==> config.mk <==
export PLATFORM = sky130hd
export DESIGN_NAME = ifu_pcgen_flat
export DESIGN_NICKNAME = d
export VERILOG_FILES = /design/src/rtl/ifu_pcgen_if.sv /design/src/rtl/ifu_pcgen.sv /design/src/flat_wrapper.sv
export SDC_FILE = /design/constraint.sdc
export NUM_CORES = 1
export LEC_CHECK = 0
export CAP_MARGIN = 20
export CORE_ASPECT_RATIO = 1.75
export CORE_UTILIZATION = 23
export CTS_CLUSTER_SIZE = 28
export DETAILED_ROUTE_END_ITERATION = 10
export GPL_ROUTABILITY_DRIVEN = 0
export PLACE_DENSITY = 0.47
export SYNTH_ARGS = -nofsm -noshare
export SYNTH_HDL_FRONTEND = slang
export SYNTH_SLANG_ARGS = --single-unit
==> constraint.sdc <==
create_clock -name clk -period 3.1 [get_ports clk]
set_clock_uncertainty 0.1 [all_clocks]
set_input_delay 0.31 -clock clk [delete_from_list [all_inputs] [get_ports clk]]
set_output_delay 0.31 -clock clk [all_outputs]
set_load 0.05 [all_outputs]
==> src/rtl/ifu_pcgen_if.sv <==
// Fetch-side bus bundle: redirect inputs, instruction-memory request/ack, and IDU instruction hand-off.
// The master modport is the PC generator; the slave modport is its surroundings.
interface ifu_pcgen_if;
  logic        rtu_global_flush;
  logic [63:0] rtu_ifu_flush_pc;
  logic        exu_ifu_bju_complete;
  logic        exu_ifu_bju_pcjump_vld;
  logic [63:0] exu_ifu_bju_pcjump_addr;
  logic        ifu_mem_req;
  logic [63:0] ifu_mem_addr;
  logic        mem_ifu_ack;
  logic [31:0] mem_ifu_inst;
  logic        ifu_idu_vld;
  logic [63:0] ifu_idu_pc;
  logic [31:0] ifu_idu_inst;
  logic        idu_ifu_ready;

  modport master (
    input  rtu_global_flush, rtu_ifu_flush_pc,
    input  exu_ifu_bju_complete, exu_ifu_bju_pcjump_vld, exu_ifu_bju_pcjump_addr,
    output ifu_mem_req, ifu_mem_addr,
    input  mem_ifu_ack, mem_ifu_inst,
    output ifu_idu_vld, ifu_idu_pc, ifu_idu_inst,
    input  idu_ifu_ready
  );

  modport slave (
    output rtu_global_flush, rtu_ifu_flush_pc,
    output exu_ifu_bju_complete, exu_ifu_bju_pcjump_vld, exu_ifu_bju_pcjump_addr,
    input  ifu_mem_req, ifu_mem_addr,
    output mem_ifu_ack, mem_ifu_inst,
    input  ifu_idu_vld, ifu_idu_pc, ifu_idu_inst,
    output idu_ifu_ready
  );
endinterface

==> src/rtl/ifu_pcgen.sv <==
// Non-predicting fetch PC generator with a 2-entry instruction buffer toward IDU.
// Optional IFU_PCGEN_PERF_CNT_EN adds fetch and redirect event counters.
module ifu_pcgen #(
  parameter logic [63:0] RESET_PC = 64'h0000_0000_8000_0000
) (
  input  logic              clk,
  input  logic              rst_clk,
`ifdef IFU_PCGEN_PERF_CNT_EN
  output logic [31:0]       ifu_perf_fetch_cnt,
  output logic [31:0]       ifu_perf_redirect_cnt,
`endif
  ifu_pcgen_if.master       bus
);

  typedef enum logic [1:0] {S_FETCH, S_BLOCK, S_KILL} state_t;

  state_t      r_state;
  logic [63:0] r_pc;
  logic [63:0] r_addr;
  logic        r_req;
  logic [1:0]  r_cnt;
  logic        r_wr;
  logic        r_rd;
  logic [63:0] r_fifo_pc   [2];
  logic [31:0] r_fifo_inst [2];

  state_t      w_state_n;
  logic [63:0] w_pc_n;
  logic [63:0] w_addr_n;
  logic        w_req_n;
  logic [1:0]  w_cnt_n;
  logic        w_ack;
  logic        w_push;
  logic        w_pop;
  logic        w_is_cf;
  logic        w_vld;
  logic        w_redirect;

  assign w_ack   = bus.mem_ifu_ack & r_req;
  assign w_vld   = (r_cnt != 2'd0);
  assign w_pop   = w_vld & bus.idu_ifu_ready;
  assign w_is_cf = (bus.mem_ifu_inst[6:0] == 7'b1101111) ||
                   (bus.mem_ifu_inst[6:0] == 7'b1100111) ||
                   (bus.mem_ifu_inst[6:0] == 7'b1100011);

  always_comb begin
    w_state_n  = r_state;
    w_pc_n     = r_pc;
    w_push     = 1'b0;
    w_redirect = 1'b0;
    case (r_state)
      S_FETCH: begin
        if (w_ack) begin
          w_push = 1'b1;
          if (w_is_cf) w_state_n = S_BLOCK;
          else         w_pc_n    = r_pc + 64'd4;
        end
      end
      S_BLOCK: begin
        if (bus.exu_ifu_bju_complete) begin
          w_redirect = bus.exu_ifu_bju_pcjump_vld;
          w_pc_n     = bus.exu_ifu_bju_pcjump_vld ? bus.exu_ifu_bju_pcjump_addr : r_pc + 64'd4;
          w_state_n  = S_FETCH;
        end
      end
      S_KILL: begin
        if (w_ack) w_state_n = S_FETCH;
      end
      default: w_state_n = S_FETCH;
    endcase

    // Flush wins over everything; an in-flight request must still be drained in KILL.
    if (bus.rtu_global_flush) begin
      w_push     = 1'b0;
      w_redirect = 1'b1;
      w_pc_n     = bus.rtu_ifu_flush_pc;
      w_state_n  = (r_req && !bus.mem_ifu_ack) ? S_KILL : S_FETCH;
    end

    if (bus.rtu_global_flush) w_cnt_n = 2'd0;
    else begin
      case ({w_push, w_pop})
        2'b10:   w_cnt_n = r_cnt + 2'd1;
        2'b01:   w_cnt_n = r_cnt - 2'd1;
        default: w_cnt_n = r_cnt;
      endcase
    end

    case (w_state_n)
      S_FETCH: w_req_n = (w_cnt_n != 2'd2) || (r_req && !w_ack);
      S_KILL:  w_req_n = 1'b1;
      default: w_req_n = 1'b0;
    endcase
    w_addr_n = (w_state_n == S_KILL) ? r_addr : w_pc_n;
  end

  always_ff @(posedge clk or negedge rst_clk) begin
    if (!rst_clk) begin
      r_state <= S_FETCH;
      r_pc    <= RESET_PC;
      r_addr  <= RESET_PC;
      r_req   <= 1'b0;
      r_cnt   <= 2'd0;
      r_wr    <= 1'b0;
      r_rd    <= 1'b0;
      for (int i = 0; i < 2; i++) begin
        r_fifo_pc[i]   <= 64'd0;
        r_fifo_inst[i] <= 32'd0;
      end
    end else begin
      r_state <= w_state_n;
      r_pc    <= w_pc_n;
      r_addr  <= w_addr_n;
      r_req   <= w_req_n;
      r_cnt   <= w_cnt_n;
      if (w_push) begin
        r_fifo_pc[r_wr]   <= r_pc;
        r_fifo_inst[r_wr] <= bus.mem_ifu_inst;
      end
      if (bus.rtu_global_flush) begin
        r_wr <= 1'b0;
        r_rd <= 1'b0;
      end else begin
        if (w_push) r_wr <= ~r_wr;
        if (w_pop)  r_rd <= ~r_rd;
      end
    end
  end

  assign bus.ifu_mem_req  = r_req;
  assign bus.ifu_mem_addr = r_addr;
  assign bus.ifu_idu_vld  = w_vld;
  assign bus.ifu_idu_pc   = r_fifo_pc[r_rd];
  assign bus.ifu_idu_inst = r_fifo_inst[r_rd];

`ifdef IFU_PCGEN_PERF_CNT_EN
  logic [31:0] r_perf_fetch;
  logic [31:0] r_perf_redir;

  always_ff @(posedge clk or negedge rst_clk) begin
    if (!rst_clk) begin
      r_perf_fetch <= 32'd0;
      r_perf_redir <= 32'd0;
    end else begin
      if (w_push)     r_perf_fetch <= r_perf_fetch + 32'd1;
      if (w_redirect) r_perf_redir <= r_perf_redir + 32'd1;
    end
  end

  assign ifu_perf_fetch_cnt    = r_perf_fetch;
  assign ifu_perf_redirect_cnt = r_perf_redir;
`else
  logic w_unused_redirect;
  assign w_unused_redirect = w_redirect;
`endif

endmodule

==> src/flat_wrapper.sv <==
// flat-port wrapper written by rule: the top's interface ports become plain ports
module ifu_pcgen_flat 
#(
  parameter logic [63:0] RESET_PC = 64'h0000_0000_8000_0000
)
  (clk, rst_clk, bus_rtu_global_flush, bus_rtu_ifu_flush_pc, bus_exu_ifu_bju_complete, bus_exu_ifu_bju_pcjump_vld, bus_exu_ifu_bju_pcjump_addr, bus_ifu_mem_req, bus_ifu_mem_addr, bus_mem_ifu_ack, bus_mem_ifu_inst, bus_ifu_idu_vld, bus_ifu_idu_pc, bus_ifu_idu_inst, bus_idu_ifu_ready);
  ifu_pcgen_if bus_i ();
  input  logic clk;
  input  logic rst_clk;
  input wire logic [$bits(bus_i.rtu_global_flush)-1:0] bus_rtu_global_flush;
  input wire logic [$bits(bus_i.rtu_ifu_flush_pc)-1:0] bus_rtu_ifu_flush_pc;
  input wire logic [$bits(bus_i.exu_ifu_bju_complete)-1:0] bus_exu_ifu_bju_complete;
  input wire logic [$bits(bus_i.exu_ifu_bju_pcjump_vld)-1:0] bus_exu_ifu_bju_pcjump_vld;
  input wire logic [$bits(bus_i.exu_ifu_bju_pcjump_addr)-1:0] bus_exu_ifu_bju_pcjump_addr;
  output wire logic [$bits(bus_i.ifu_mem_req)-1:0] bus_ifu_mem_req;
  output wire logic [$bits(bus_i.ifu_mem_addr)-1:0] bus_ifu_mem_addr;
  input wire logic [$bits(bus_i.mem_ifu_ack)-1:0] bus_mem_ifu_ack;
  input wire logic [$bits(bus_i.mem_ifu_inst)-1:0] bus_mem_ifu_inst;
  output wire logic [$bits(bus_i.ifu_idu_vld)-1:0] bus_ifu_idu_vld;
  output wire logic [$bits(bus_i.ifu_idu_pc)-1:0] bus_ifu_idu_pc;
  output wire logic [$bits(bus_i.ifu_idu_inst)-1:0] bus_ifu_idu_inst;
  input wire logic [$bits(bus_i.idu_ifu_ready)-1:0] bus_idu_ifu_ready;
  assign bus_i.rtu_global_flush = bus_rtu_global_flush;
  assign bus_i.rtu_ifu_flush_pc = bus_rtu_ifu_flush_pc;
  assign bus_i.exu_ifu_bju_complete = bus_exu_ifu_bju_complete;
  assign bus_i.exu_ifu_bju_pcjump_vld = bus_exu_ifu_bju_pcjump_vld;
  assign bus_i.exu_ifu_bju_pcjump_addr = bus_exu_ifu_bju_pcjump_addr;
  assign bus_ifu_mem_req = bus_i.ifu_mem_req;
  assign bus_ifu_mem_addr = bus_i.ifu_mem_addr;
  assign bus_i.mem_ifu_ack = bus_mem_ifu_ack;
  assign bus_i.mem_ifu_inst = bus_mem_ifu_inst;
  assign bus_ifu_idu_vld = bus_i.ifu_idu_vld;
  assign bus_ifu_idu_pc = bus_i.ifu_idu_pc;
  assign bus_ifu_idu_inst = bus_i.ifu_idu_inst;
  assign bus_i.idu_ifu_ready = bus_idu_ifu_ready;
  ifu_pcgen #(.RESET_PC(RESET_PC)) u_core (.clk(clk), .rst_clk(rst_clk), .bus(bus_i));
endmodule
**Word level (Yosys, flattened, before mapping)**

Cells that the tools add are included.

- ROM bits: 0
- RAM bits: 0
- Memories kept: 0
- Input bits: 167
- Logic and storage cells: 80
- Flip-flop bits (word level): 327
- Latch bits: 0
- Output and inout bits: 162

- Bitwise gates (word level): 6
- Order comparisons: 3
- Shift operators: 0
- Multipliers: 0
- Equality and inequality tests: 9
- Divide/modulo/power cells: 0
- Reductions and logical operators: 13
- Multiplexer cells: 35
- Add/sub/neg operators: 3

Operator list:

| cell | number |
|---|---|
| 64-bit two-way mux | 9 |
| 128-bit bitwise mux | 1 |
| 32-bit two-way mux | 4 |
| 64-bit one-hot mux with 2 select lines | 1 |
| 64-bit by 3-bit adder with 64-bit output, second input constant | 1 |
| 64-bit bitwise mux | 1 |
| 64-bit demux with 1-bit select | 1 |
| 32-bit demux with 1-bit select | 1 |
| 7-bit == test, second input constant | 3 |
| 2-bit two-way mux | 7 |
| 1-bit two-way mux | 7 |
| 2-bit == test, second input constant | 3 |
| 2-bit one-hot mux with 3 select lines | 1 |
| 2-bit nonzero test | 3 |
| 2-bit by 1-bit == test with 1-bit output, second input constant | 2 |
| 2-bit >= comparator, second input constant | 2 |
| 2-bit zero test | 2 |
| 1-bit inverter with 2-bit output | 2 |
| 2-bit one-hot mux with 2 select lines | 1 |
| 1-bit logical AND | 3 |
| 1-bit logical OR | 3 |
| 2-bit by 1-bit adder with 2-bit output, second input constant | 1 |
| 1-bit bitwise AND | 2 |
| 1-bit zero test | 2 |
| other kinds (5) | 6 |

**Logic depth before layout (Yosys ltp)**

Gate-level depths: netlist (run 1).

- Word-level depth: 10
- Mapped depth: 11
- Mapped depth without buffers: 9

**Least setup slack after synthesis (run 1)**

No wires, ideal clock.

- Path type: reg2reg
- From: register u_core.r_pc[3]
- To: register u_core.r_addr[42] (netlist: u_core.bus.ifu_mem_addr[42])
- Arrival: 2.601 ns
- Required time: 2.875 ns
- Cell stages (with the launch flop): 10
- Setup slack: 0.275 ns
- Library setup time: 0.125 ns
- Path buffers: 1
- Path through: dfrtp_1 ha_1 nand4_4 or3_1 buf_4 or3_4 o211ai_2 o41ai_1 o32a_1 mux2_2

- Longest elaborated chain between the ends: 5
- Elaborated cells between the ends (all ways): 7
- Classes of those cells: add/sub (1); mux (6)

Ends and longest elaborated chain:

| item | RTL line | source |
|---|---|---|
| start: declaration | ifu_pcgen.sv:18 | `logic [63:0] r_pc;` |
| start signal: assignment | ifu_pcgen.sv:112 | `r_pc <= w_pc_n;` |
| 64-bit by 3-bit adder with 64-bit output (*) | ifu_pcgen.sv:56, ifu_pcgen.sv:62 |  |
| 64-bit two-way mux (on tied branches) | ifu_pcgen.sv:62, ifu_pcgen.sv:55 |  |
| 64-bit two-way mux (on tied branches) | ifu_pcgen.sv:60, ifu_pcgen.sv:53 |  |
| 64-bit one-hot mux with 2 select lines (*) | ifu_pcgen.sv:51 | `case (r_state)` |
| 64-bit two-way mux (*) | ifu_pcgen.sv:73 | `if (bus.rtu_global_flush) begin` |
| net u_core.w_pc_n[42] | ifu_pcgen.sv:28 | `logic [63:0] w_pc_n;` |
| end signal: assignment | ifu_pcgen.sv:113 | `r_addr <= w_addr_n;` |
| end: declaration | ifu_pcgen.sv:19 | `logic [63:0] r_addr;` |

Mark *: on every way through the listed nets, which the timed path passes. The rest lies on a longest branch.
A chain may end at the register's enable or synchronous reset.

**Final worst setup path (run 1)**

- From: register u_core.r_rd
- To: output bus_ifu_idu_pc[63]

- Longest elaborated chain between the ends: 4

Ends and longest elaborated chain:

| item | RTL line | source |
|---|---|---|
| start: declaration | ifu_pcgen.sv:23 | `logic r_rd;` |
| start signal: assignment | ifu_pcgen.sv:125 | `if (w_pop) r_rd <= ~r_rd;` |
| 1-bit inverter with 2-bit output (not written as such) | ifu_pcgen.sv:133 | `assign bus.ifu_idu_pc = r_fifo_pc[r_rd];` |
| 64-bit two-way mux (not written as such) (3 in series) | ifu_pcgen.sv:133 |  |
| end: declaration | flat_wrapper.sv:20 | `output wire logic [$bits(bus_i.ifu_idu_pc)-1:0] bus_ifu_idu_pc;` |

Every way passes these cells. The select of a mux whose other input is x is not followed.

==> results of run 1 <==
power breakdown:
group          switching [µW]  leakage [µW]  internal (µW)
clock network            1870      0.000576           2580
logic                    5040       0.00531           3340
registers                 782       0.00380           5570
stage by stage:
step / setup WS, ns / TNS (ns)
2_1_floorplan: 0.275 / 0
3_3_place_gp: -0.0521 / -0.0521
3_5_place_dp: -0.0837 / -0.124
4_1_cts: 0.000682 / 0
5_1_grt: 0.00381 / 0
6_report: 0.0789 / 0
cells by family (layout without fill, tap and decap cells):
| family | Yosys count | in the layout | synth area share [%] |
|---|---|---|---|
| other cells | 0 | 1 | 0 |
| compound gates | 375 | 375 | 14.3 |
| flops | 327 | 327 | 45.6 |
| fa+ha+maj | 2 | 2 | 0.139 |
| mux | 351 | 351 | 21.9 |
| xor+xnor | 7 | 7 | 0.342 |
| buf+inv | 193 | 605 | 4.28 |
| simple gates | 463 | 463 | 13.4 |
worst paths after layout:
check,startpoint,to,cells after the start
hold / removal,bus_rtu_global_flush,u_core.r_pc[7],3
setup / recovery,u_core.r_rd,bus_ifu_idu_pc[63],3
max in group asynchronous,rst_clk,u_core.r_fifo_pc[95],3
hold reg to reg,u_core.r_fifo_pc[25],u_core.r_fifo_pc[25],2
min in group asynchronous,rst_clk,u_core.r_fifo_inst[36],2
setup reg to reg,u_core.r_pc[6],u_core.bus.ifu_mem_addr[25],10
state kept, by name, indices dropped and copies added (netlist names):
name	cells
u_core.r_wr	1
u_core.r_cnt	2
u_core.r_fifo_inst	64
u_core.r_rd	1
u_core.r_state	2
u_core.bus.ifu_mem_req	1
u_core.r_fifo_pc	128
u_core.r_pc	64
u_core.bus.ifu_mem_addr	64
cell type report:
type | count | area [µm²] | share of cell area, %
Antenna cell | 1 | 2.50 | 0.0102
Clock buffer | 51 | 1070 | 4.34
Clock inverter | 12 | 130 | 0.528
Inverter | 23 | 86.3 | 0.350
Multi-Input combinational cell | 1198 | 9040 | 36.7
Sequential cell | 327 | 8190 | 33.3
Tap cell | 1027 | 1280 | 5.22
Timing Repair Buffer | 519 | 4830 | 19.6
metal layers:
| layer | GRT usage (%) | share of wire, % | up-vias |
|---|---|---|---|
| li1 | - | - | 7191 |
| met1 | 24.7 | 40 | 8141 |
| met2 | 33.5 | 48 | 708 |
| met3 | 2.91 | 6.3 | 155 |
| met4 | 10.3 | 5.1 | 0 |
| met5 | 0 | 0 | - |
worst max-delay path, cell delays in order, from the launching register on:
cell and delay, ns:
dfrtp_4 0.62, buf_12 0.30, mux2_2 0.41, clkdlybuf4s50_1 0.71
placed cells by master (no fill, tap or decap), drive strengths merged, types with 6 or more instances in the layout:
| master | instances |
|---|---|
| o31a | 7 |
| a31oi | 33 |
| nand2b | 7 |
| o31ai | 22 |
| dlygate4sd2 | 15 |
| buf | 204 |
| a22oi | 13 |
| and2 | 9 |
| a211oi | 13 |
| inv | 23 |
| a2111oi | 6 |
| clkdlybuf4s50 | 296 |
| mux2 | 330 |
| and3 | 16 |
| a21oi | 64 |
| a2bb2oi | 12 |
| nor2 | 109 |
| o21ai | 77 |
| dfrtp | 325 |
| or4 | 15 |
| o21a | 11 |
| nor2b | 6 |
| nand2 | 112 |
| nand4 | 41 |
| or3 | 10 |
| nand3 | 44 |
| a21o | 8 |
| o211ai | 10 |
| mux2i | 21 |
| a32oi | 9 |
| o221ai | 7 |
| a221oi | 17 |
| and4 | 14 |
| nor4 | 36 |
| o22ai | 15 |
| clkbuf | 51 |
| nor3 | 33 |
repair_timing:
item / 4_1_cts / 5_1_grt
buffers inserted: 0 / 0
hold endpoints to repair: 74 / 0
resized for setup: 16 / 5
setup endpoints to repair: 16 / 10
hold buffers: 1 / 0
gates cloned: 0 / 0
==> impl_metrics.py, run 1 <==
metrics = {
    "synth": {
        "ys_warn_count": 0,
        "synth_edf_count": 0,
        "synth_top_area_share_pct": 45.3,
        "seq_area_frac_synth_pct": 45.6,
        "ys_seq_elements": 327,
        "syn_inst": 1718,
        "synth_commonest_cells": "mux2_2 (330), dfrtp_1 (325), clkbuf_1 (125)",
        "ys_types": 78,
        "synth_most_common_cell": "mux2_2",
        "yosys.area.top_type": "dfrtp_1",
        "ys.flop_type": "dfrtp_1",
        "synth_async_sr_flop_share_pct": 100,
        "syn_area_mm2": 0.0179,
        "synth_fp_nets": 1887,
        "yosys-top-cells-area": "dfrtp_1 (45%), mux2_2 (21%), clkbuf_1 (2.6%), nand2_1 (2.3%), nor2_1 (2.3%)",
        "synth.avg_cell_area_um2": 10.4,
    },
    "grt": {
        "antenna_found_initial": 3,
        "grt_first_pass_wirelength_um": 116000,
        "grt_max_degree": 82,
        "grt_usage_pct": 20.0,
        "overflow": 0,
        "grt_pass1_vias": 16600,
    },
    "critical_path": {
        "startpoint_type": "flip-flop",
        "cp-end-kind": "output port",
        "reg2reg_slack_ns": 0.12,
        "path_max_fanout": 37,
        "crit_type": "flip-flop to output port",
        "worstPathArrival_ns": 2.61,
        "required_ns": 2.69,
    },
    "hold_path": {
        "hold_path_class": "input port to flip-flop",
    },
    "floorplan": {
        "die_w_um": 213,
        "die_h_um": 371,
        "core-area_mm2": 0.0774,
        "row_count": 135,
        "start_util_pct": 23.2,
        "dieArea_mm2": 0.0792,
        "pin_count": 329,
    },
    "job": {
        "cap_violations": 0,
    },
    "placement": {
        "dpl-instance-area_mm2": 0.0234,
        "hpwl_um": 60000,
        "dpl.cell_count": 3093,
        "port_buffers": 328,
    },
    "sta": {
        "fmax_mhz": 331,
        "slew_headroom_pct": 47.3,
        "drv_slew": 0,
        "min_period_ns": 3.02,
        "worst_pin_slew_ns": 0.788,
        "hold_viol": 0,
        "finalCritPeriodShare_pct": 97.5,
        "rsz0062_at_grt": "no",
        "hold_slack_ns": 0.114,
        "setup_viol": 0,
    },
    "detailed_routing": {
        "wl_per_cell_um": 25.2,
        "ant_nets": 0,
        "wirelength_um": 79500,
        "first_pass_iters": 5,
        "vias_per_cell": 5.13,
        "drt_iter0_drc": 1238,
        "drc": 0,
        "num_vias": 16200,
    },
    "finish": {
        "fin_area_mm2": 0.0246,
        "instances_no_fill": 3158,
        "area_growth_pct": 37.3,
        "final_util_pct": 31.8,
        "fin_nets": 2273,
        "drive_above_1_share_pct": 29.5,
        "fillers": 8014,
    },
    "cts": {
        "ctsHtreeMaxLevel": 2,
        "cts_tree": "yes",
        "path_clk_slew_ns": 0.07,
        "clkLatencyLatePin_ns": 0.54,
        "cts_buffers": 35,
        "clockRootBuffer": "clkbuf_16",
        "clkSinkCount": 327,
        "clk_path_buf_depth": 3,
    },
    "pwr": {
        "power.total_uw": 19200,
        "max-vdd-ir-drop_mv": 0.300,
        "power.density_mw_per_mm2": 779,
        "leakage_uw": 0.00969,
    },
    "run_status": {
        "status": "completed",
    },
}
Note: power is estimated with default switching activity, not from simulation.
==> run 2: changes to the inputs <==
--- a/config.mk
+++ b/config.mk
@@ -8,6 +8,7 @@
 export CAP_MARGIN = 20
 export CORE_ASPECT_RATIO = 1.75
 export CORE_UTILIZATION = 23
+export CTS_CLUSTER_DIAMETER = 80
 export CTS_CLUSTER_SIZE = 28
 export DETAILED_ROUTE_END_ITERATION = 10
 export GPL_ROUTABILITY_DRIVEN = 0
==> constraint.sdc (replaced) <==
create_clock -name clk -period 2.8 [get_ports clk]
set_clock_uncertainty 0.1 [all_clocks]
set_input_delay 0.28 -clock clk [delete_from_list [all_inputs] [get_ports clk]]
set_output_delay 0.28 -clock clk [all_outputs]
set_load 0.05 [all_outputs]
==> run 2 against run 1 <==
  * The flow now finishes with violations (negative setup slack)
  * Combinational power grew 11%
  * Utilization increased by 0.33 points
  * Critical path depth rose by 7
  * Flip-flop and latch count stayed put
  * Register-to-register slack got worse by 0.13 ns
  * Non-clock buffer count up 84
  * Clock power fell by 29%
  * Largest power group unchanged
==> impl_metrics.py, run 2 (synthesis gave the netlist of run 1 again) <==
metrics = {
    "run_status": {
        "status": "complete, but fails checks",
        "violations": "negative setup slack",
    },
    "placement": {
        "port_buffers": 328,
        "hpwl_um": 61200,
        "dpl.cell_count": 3158,
        "dp_slack_ns": -0.370,
    },
    "cts": {
        "path_clk_slew_ns": 0.11,
        "clk_path_buf_depth": 3,
        "clockRootBuffer": "clkbuf_16",
        "cts_buffers": 18,
        "ctsHtreeMaxLevel": 1,
        "clkSinkCount": 327,
        "clkLatencyLatePin_ns": 0.57,
        "cts_tree": "yes",
    },
    "finish": {
        "fin_nets": 2340,
        "final_util_pct": 32.2,
        "largest_reg_flops": 128,
        "largest_register": "u_core.r_fifo_pc",
        "final_cell_mix": "mux2_2 (330), buf_4 (315), dfrtp_1 (312), clkdlybuf4s50_1 (239), nand2_1 (110)",
        "instances_no_fill": 3209,
        "area_growth_pct": 38.7,
        "drive_above_1_share_pct": 35.8,
        "layout_commonest_cell": "mux2_2",
    },
    "sta": {
        "hold_viol": 0,
        "worst_pin_slew_ns": 0.691,
        "tns_ns": -0.00912,
        "drv_slew": 0,
        "min_period_ns": 2.81,
        "setup_viol": 1,
        "fmax_mhz": 356,
        "finalCritPeriodShare_pct": 100,
        "fin_ws_ns": -0.00912,
        "slew_headroom_pct": 53.8,
        "rsz0062_at_grt": "yes",
    },
    "floorplan": {
        "row_count": 135,
        "die_w_um": 213,
        "start_util_pct": 23.2,
        "dieArea_mm2": 0.0792,
        "pin_count": 329,
        "core-area_mm2": 0.0774,
        "die_h_um": 371,
    },
    "critical_path": {
        "worstPathArrival_ns": 3.17,
        "cp_top_family": "simple AND/OR/NAND/NOR gates",
        "crit_path_max_incr_delay_ns": 0.44,
        "required_ns": 3.16,
        "startpoint_type": "flip-flop",
        "path_buf_inv": 3,
        "cpMaxStageDelayCell": "dfrtp_2",
        "crit_chain": "nand4_1 -> nor4_2 -> buf_4 -> nand4_1 -> buf_6 -> buf_4 -> nor3_2 -> mux2i_1 -> a31oi_4 -> mux2_2",
        "crit_type": "flip-flop to flip-flop",
        "cp-end-kind": "flip-flop",
        "path_max_fanout": 6,
    },
    "grt": {
        "grt_max_degree": 68,
        "grt_pass1_vias": 16700,
        "grt_usage_pct": 19.8,
        "antenna_found_initial": 4,
        "grt_first_pass_wirelength_um": 115000,
        "overflow": 0,
    },
    "detailed_routing": {
        "drt_iter0_drc": 1439,
        "wirelength_um": 79700,
        "wl_per_cell_um": 24.8,
        "ant_nets": 0,
        "num_vias": 16400,
        "drc": 0,
        "vias_per_cell": 5.12,
        "first_pass_iters": 5,
    },
    "hold_path": {
        "hold_path_class": "input port to async pin",
    },
    "pwr": {
        "max-vdd-ir-drop_mv": 0.407,
        "power.density_mw_per_mm2": 782,
        "leakage_uw": 0.00994,
    },
    "job": {
        "cap_violations": 0,
    },
}
-- run 2: worst paths after layout --
check	depth (start not counted)	slack [ns]	from	to
max	10	-0.009	u_core.r_pc[14]	u_core.bus.ifu_mem_addr[50]
min	2	0.16	rst_clk	u_core.r_fifo_pc[95]
max reg2reg	10	-0.009	u_core.r_pc[14]	u_core.bus.ifu_mem_addr[50]
min reg2reg	2	0.39	u_core.r_fifo_pc[31]	u_core.r_fifo_pc[31]
max in group asynchronous	3	1.65	rst_clk	u_core.r_fifo_inst[55]
min in group clk	3	0.18	bus_rtu_ifu_flush_pc[45]	u_core.r_pc[45]
-- run 2: final cells by class --
cell class,instances,area (µm²)
Antenna cell,3,7.51
Clock buffer,20,489
Clock inverter,8,106
Fill cell,8020,52500
Inverter,23,86.3
Multi-Input combinational cell,1198,9330
Sequential cell,327,8200
Tap cell,1027,1280
Timing Repair Buffer,603,5390
-- run 2: where the power goes --
part	internal, µW	switching [µW]
registers	6160	826
logic	3650	5650
clock network	1340	1830
total	11100	8310
-- run 2: per-layer routing --
layer / vias to the layer above / track usage [%] / wire [µm]
met5: - / 0 / 13
met4: 2 / 7.37 / 2900
met3: 120 / 3.11 / 5210
met2: 706 / 34.3 / 39600
met1: 8297 / 24.4 / 32000
li1: 7301 / - / -
-- run 2: stage by stage --
step / hold WS (ns) / cell area (µm²) / total power, µW
floorplan: -0.116 / 17900 / 13000
global placement: 0.170 / 23800 / 16300
detailed placement: 0.177 / 23800 / 16500
CTS: 0.159 / 24600 / 19700
global route: 0.186 / 24900 / 20400
finish: 0.162 / 24900 / 19500
-- run 2: what timing repair did --
action	4_1_cts	5_1_grt
endpoints found under the hold margin	51	0
buffers inserted	2	16
setup endpoints to repair	52	32
resized for setup	51	45
hold buffers	2	0
pin swaps	5	16
==> run 3: changes to the inputs <==
--- a/config.mk
+++ b/config.mk
@@ -13,6 +13,7 @@
 export DETAILED_ROUTE_END_ITERATION = 10
 export GPL_ROUTABILITY_DRIVEN = 0
 export PLACE_DENSITY = 0.47
+export SETUP_SLACK_MARGIN = 0.1
 export SYNTH_ARGS = -nofsm -noshare
 export SYNTH_HDL_FRONTEND = slang
 export SYNTH_SLANG_ARGS = --single-unit
==> run 3 against run 2 <==
  * The run now ends clean
  * Utilization is 0.27 points higher
  * Flip-flop and latch count is the same
  * Wire length rose by 0.98%
  * Global-route usage hardly changed
  * Final area is 0.83% higher
  * Largest power group unchanged
==> impl_metrics.py, run 3 (synthesis gave the netlist of run 1 again) <==
metrics = {
    "critical_path": {
        "worstPathArrival_ns": 3.14,
        "cp-startpoint": "u_core.r_pc[32]",
        "crit_type": "flip-flop to flip-flop",
        "reg2reg_slack_ns": 0.06,
        "cp_num_cells": 7,
        "required_ns": 3.20,
        "startpoint_type": "flip-flop",
        "path_max_fanout": 5,
        "r2r_cells": 7,
        "cpMaxStageDelayCell": "or4_4",
        "cp_top_family": "simple AND/OR/NAND/NOR gates",
        "endpoint": "u_core.bus.ifu_mem_addr[42]",
        "cp-end-kind": "flip-flop",
        "crit_chain": "nand4_1 -> or4_4 -> or3_4 -> o211ai_2 -> o41ai_1 -> o32a_1 -> mux2_2",
        "r2r-end": "u_core.bus.ifu_mem_addr[42]",
        "path_buf_inv": 0,
        "r2r-start": "u_core.r_pc[32]",
        "crit_path_max_incr_delay_ns": 0.58,
    },
    "detailed_routing": {
        "drc": 0,
        "num_vias": 16700,
        "ant_nets": 0,
        "wl_met2_um": 39400,
        "vias_per_cell": 5.19,
        "wirelength_um": 80500,
        "wl_per_cell_um": 25.1,
        "met1_length_um": 31700,
        "first_pass_iters": 7,
        "met3_length_um": 5380,
        "topRoutingLayerUsed": "met5",
        "drt_iter0_drc": 1273,
    },
    "grt": {
        "grt_usage_pct": 19.8,
        "grt_max_degree": 76,
        "grt_pass1_vias": 16500,
        "overflow": 0,
        "grt_first_pass_wirelength_um": 115000,
        "antenna_found_initial": 4,
    },
    "finish": {
        "drive_above_1_share_pct": 35.2,
        "final_cell_mix": "mux2_2 (329), dfrtp_1 (311), buf_4 (280), clkdlybuf4s50_1 (229), nand2_1 (110)",
        "fin_area_mm2": 0.0251,
        "layout_commonest_cell": "mux2_2",
        "largest_reg_flops": 128,
        "fin_nets": 2341,
        "fillers": 8054,
        "largest_register": "u_core.r_fifo_pc",
        "area_growth_pct": 39.9,
    },
    "sta": {
        "setup_viol": 0,
        "min_period_ns": 2.74,
        "finalCritPeriodShare_pct": 98.0,
        "tns_ns": 0,
        "hold_slack_ns": 0.135,
        "rsz0062_at_grt": "yes",
        "slew_headroom_pct": 50.2,
        "hold_viol": 0,
        "worst_pin_slew_ns": 0.747,
        "drv_slew": 0,
        "fmax_mhz": 364,
    },
    "hold_path": {
        "hold_path_class": "input port to async pin",
    },
    "cts": {
        "cts_tree": "yes",
        "path_clk_slew_ns": 0.12,
        "clockRootBuffer": "clkbuf_16",
        "clkLatencyLatePin_ns": 0.60,
        "ctsHtreeMaxLevel": 1,
        "clkSinkCount": 327,
        "clk_path_buf_depth": 3,
        "cts_buffers": 18,
    },
    "placement": {
        "hpwl_um": 60200,
        "dpl-instance-area_mm2": 0.0238,
        "port_buffers": 328,
    },
    "pwr": {
        "power.density_mw_per_mm2": 776,
        "leakage_uw": 0.0101,
        "max-vdd-ir-drop_mv": 0.435,
    },
    "floorplan": {
        "dieArea_mm2": 0.0792,
        "die_h_um": 371,
        "start_util_pct": 23.2,
        "core-area_mm2": 0.0774,
        "pin_count": 329,
        "die_w_um": 213,
        "row_count": 135,
    },
    "job": {
        "cap_violations": 0,
    },
    "run_status": {
        "status": "completed",
    },
}
[run 3: cell type report]
| class | count | area, µm² | share of cell area [%] |
|---|---|---|---|
| Multi-Input combinational cell | 1198 | 9390 | 37.4 |
| Sequential cell | 327 | 8210 | 32.7 |
| Timing Repair Buffer | 604 | 5530 | 22.0 |
| Tap cell | 1027 | 1280 | 5.12 |
| Clock buffer | 22 | 487 | 1.94 |
| Clock inverter | 9 | 113 | 0.449 |
| Inverter | 23 | 86.3 | 0.344 |
| Antenna cell | 1 | 2.50 | 0.00997 |
[run 3: metrics by stage]
stage / instances / utilization [%] / total power, µW / worst slack, ns
floorplan: 1718 / - / 13000 / 0.107
global placement: 3140 / 30.8 / 16300 / -0.158
detailed placement: 3140 / 30.8 / 16500 / -0.230
CTS: 3191 / 31.9 / 19600 / 0.0684
global route: 3211 / 32.4 / 20400 / 0.0141
finish: 3211 / 32.4 / 19500 / 0.0564
[run 3: repair_timing]
action | 4_1_cts | 5_1_grt
endpoints found under the hold margin | 54 | 0
setup buffers | 16 | 19
endpoints found under the setup margin | 107 | 41
gates cloned | 2 | 0
resized for setup | 101 | 53
hold buffers | 2 | 0
pin swaps | 16 | 30
[run 3: worst min path at each step]
stage / slack (ns) / cells after the start / from / endpoint
6_report: 0.14 / 2 / rst_clk / u_core.r_fifo_pc[91]
5_1_grt: 0.18 / 2 / rst_clk / u_core.r_fifo_pc[27]
2_1_floorplan: -0.12 / 0 / rst_clk / u_core.bus.ifu_mem_addr[0]
4_1_cts: 0.15 / 3 / bus_rtu_ifu_flush_pc[44] / u_core.r_pc[44]
3_3_place_gp: 0.18 / 1 / rst_clk / u_core.r_fifo_pc[97]
3_5_place_dp: 0.18 / 1 / rst_clk / u_core.r_fifo_pc[27]
[run 3: worst register-to-register path: stages, from the launching register on]
cell and delay [ns]:
dfrtp_1 0.53, nand4_1 0.21, or4_4 0.58, or3_4 0.42, o211ai_2 0.15, o41ai_1 0.09
o32a_1 0.35, mux2_2 0.27
[run 3: per-layer routing]
| layer | track usage [%] | vias to the layer above |
|---|---|---|
| li1 | - | 7302 |
| met1 | 23.9 | 8405 |
| met2 | 34.3 | 769 |
| met3 | 2.86 | 172 |
| met4 | 9.03 | 2 |
| met5 | 0 | - |
[run 3: where the power goes]
part | switching [µW] | internal [µW] | total (µW)
logic | 5660 | 3600 | 9260
registers | 810 | 6160 | 6970
clock network | 1920 | 1340 | 3260
==> variant (settings of run 2) <==
`RESET_PC` is set to 64'h0000_0000_8000_0000 in 2 places; all go to 64'h0000000060000000.
--- a/src/rtl/ifu_pcgen.sv
+++ b/src/rtl/ifu_pcgen.sv
@@ -1,7 +1,7 @@
 // Non-predicting fetch PC generator with a 2-entry instruction buffer toward IDU.
 // Optional IFU_PCGEN_PERF_CNT_EN adds fetch and redirect event counters.
 module ifu_pcgen #(
-  parameter logic [63:0] RESET_PC = 64'h0000_0000_8000_0000
+  parameter logic [63:0] RESET_PC = 64'h0000000060000000
 ) (
   input  logic              clk,
   input  logic              rst_clk,
--- a/src/flat_wrapper.sv
+++ b/src/flat_wrapper.sv
@@ -1,7 +1,7 @@
 // flat-port wrapper written by rule: the top's interface ports become plain ports
 module ifu_pcgen_flat 
 #(
-  parameter logic [63:0] RESET_PC = 64'h0000_0000_8000_0000
+  parameter logic [63:0] RESET_PC = 64'h0000000060000000
 )
   (clk, rst_clk, bus_rtu_global_flush, bus_rtu_ifu_flush_pc, bus_exu_ifu_bju_complete, bus_exu_ifu_bju_pcjump_vld, bus_exu_ifu_bju_pcjump_addr, bus_ifu_mem_req, bus_ifu_mem_addr, bus_mem_ifu_ack, bus_mem_ifu_inst, bus_ifu_idu_vld, bus_ifu_idu_pc, bus_ifu_idu_inst, bus_idu_ifu_ready);
   ifu_pcgen_if bus_i ();
Behaviour: not the same (Yosys sat finds a counterexample within 4 cycles, from zero or initial values and one cycle with rst_clk low).
==> variant against run 2 <==
  * The flow still finishes with violations (setup timing)
  * Area after synthesis hardly changed
  * Die area about the same
  * Total power fell by 1.1%
  * Routed wire length shrank 0.22%
  * Sequential cell count unchanged
  * Sequential power hardly changed
  * Design area is 0.39% lower
  * Via count is 0.66% higher
  * Setup slack got worse by 73 ps
  * Critical endpoint is now u_core.bus.ifu_mem_addr[60]
==> variant: results (changes against run 2) <==
[die]
die-area_sq_um=79180  ; was 79170 sq um

[logic_synthesis]
synth_fa_ha_area_share_pct=0.1395  ; about the same
ys_seq_area_share_pct=45.63  ; was 45.62%
synth_compound_area_share_pct=14.34  ; about the same
syn-mean-instance-area_sq_um=10.44  ; about the same
synth_mux_area_share_pct=21.88  ; about the same
yosys.area.top_type_share_pct=45.05  ; was 45.33%
synthTopCellsByArea=dfrtp_1 45%, mux2_2 21%, clkbuf_1 2.6%, nand2_1 2.3%, nor2_1 2.3%  ; unchanged
synth_common_cells=330 x mux2_2, 323 x dfrtp_1, 125 x clkbuf_1  ; was 330 x mux2_2, 325 x dfrtp_1, 125 x clkbuf_1

[worst_setup_path]
worst-path-max-fanout=4  ; was 6
crit_path_start=u_core.r_pc[30]  ; was u_core.r_pc[14]
r2r_end=u_core.bus.ifu_mem_addr[60]  ; was u_core.bus.ifu_mem_addr[50]
slowest_stage=or4_4  ; was dfrtp_2
cp.arrival_ps=3220  ; was 3170 ps
reg2reg_depth=9  ; was 10

[place]
dpl_cell_area_sq_um=23880  ; was 23840 sq um
post-place-ws_ps=-383.0  ; was -370.3 ps

[global_route]
antenna_found_initial=3  ; was 4
grt_max_degree=74  ; was 68
grt_pass1_wl_mm=114.5  ; was 114.9 mm
grt_pass1_vias=16690  ; was 16650

[finish]
drive_gt1_share_pct=35.74  ; was 35.84%
layoutNonFillerInstCount=3204  ; was 3209
final_nets=2337  ; was 2340
fillers=8060  ; was 8020

[sta]
setup_viol=2  ; was 1
worst_slack_ps=-82.60  ; was -9.121 ps
tightestPinTransition_ps=719.2  ; was 691.2 ps
holdWs_ps=182.6  ; was 161.7 ps

[outcome]
violations=setup timing  ; unchanged
status=finished, violations left  ; unchanged

[power_and_ir_drop]
switchingPower_w=0.008288  ; was 0.008306 W
p_seq_share_pct=36.3  ; was 35.9%
p_per_area_nw_per_um2=775.7  ; was 781.5 nW/um^2
p_comb_w=0.00929  ; was 0.00930 W
ir_drop_mv=0.3985  ; was 0.4071 mV

[detailed_routing]
drt_iter0_drc=1156  ; was 1439
finalWirelength_mm=79.55  ; was 79.72 mm
dr.pass1.iters=8  ; was 5

[clocking]
cts_buffers=17  ; was 18

-- variant: metal layers --
metal	wire (um)	share of wire (%)	track usage (%)	up-vias
met5	0	0	0	-
met4	3921	4.9	8.805	0
met3	5126	6.4	3.041	168
met2	38860	49	33.91	740
met1	31640	40	24.05	8338
li1	-	-	-	7288
-- variant: timing repair --
action,in CTS,in global routing
gates resized for setup,52,52
buffers inserted,2,15
pin swaps,7,16
setup endpoints to repair,62,32
hold endpoints to repair,64,0
hold buffers,2,0
-- variant: worst reg2reg max path: stages, from the launching register on --
cell and delay (ps):
dfstp_2 610, nand4_1 130, or4_4 620, nor3_4 240, buf_6 140, buf_6 90
nand4_1 180, mux2i_2 290, a2bb2oi_2 100, mux2_4 270
-- variant: final cells by class --
cell class,count,share of cell area [%]
clock inverters,7,0.3129
inverters,23,0.3482
diodes,3,0.03028
multi-input cells,1198,37.51
clock buffers,18,1.731
well taps,1027,5.183
flip-flops and latches,327,33.11
repair buffers,601,21.78
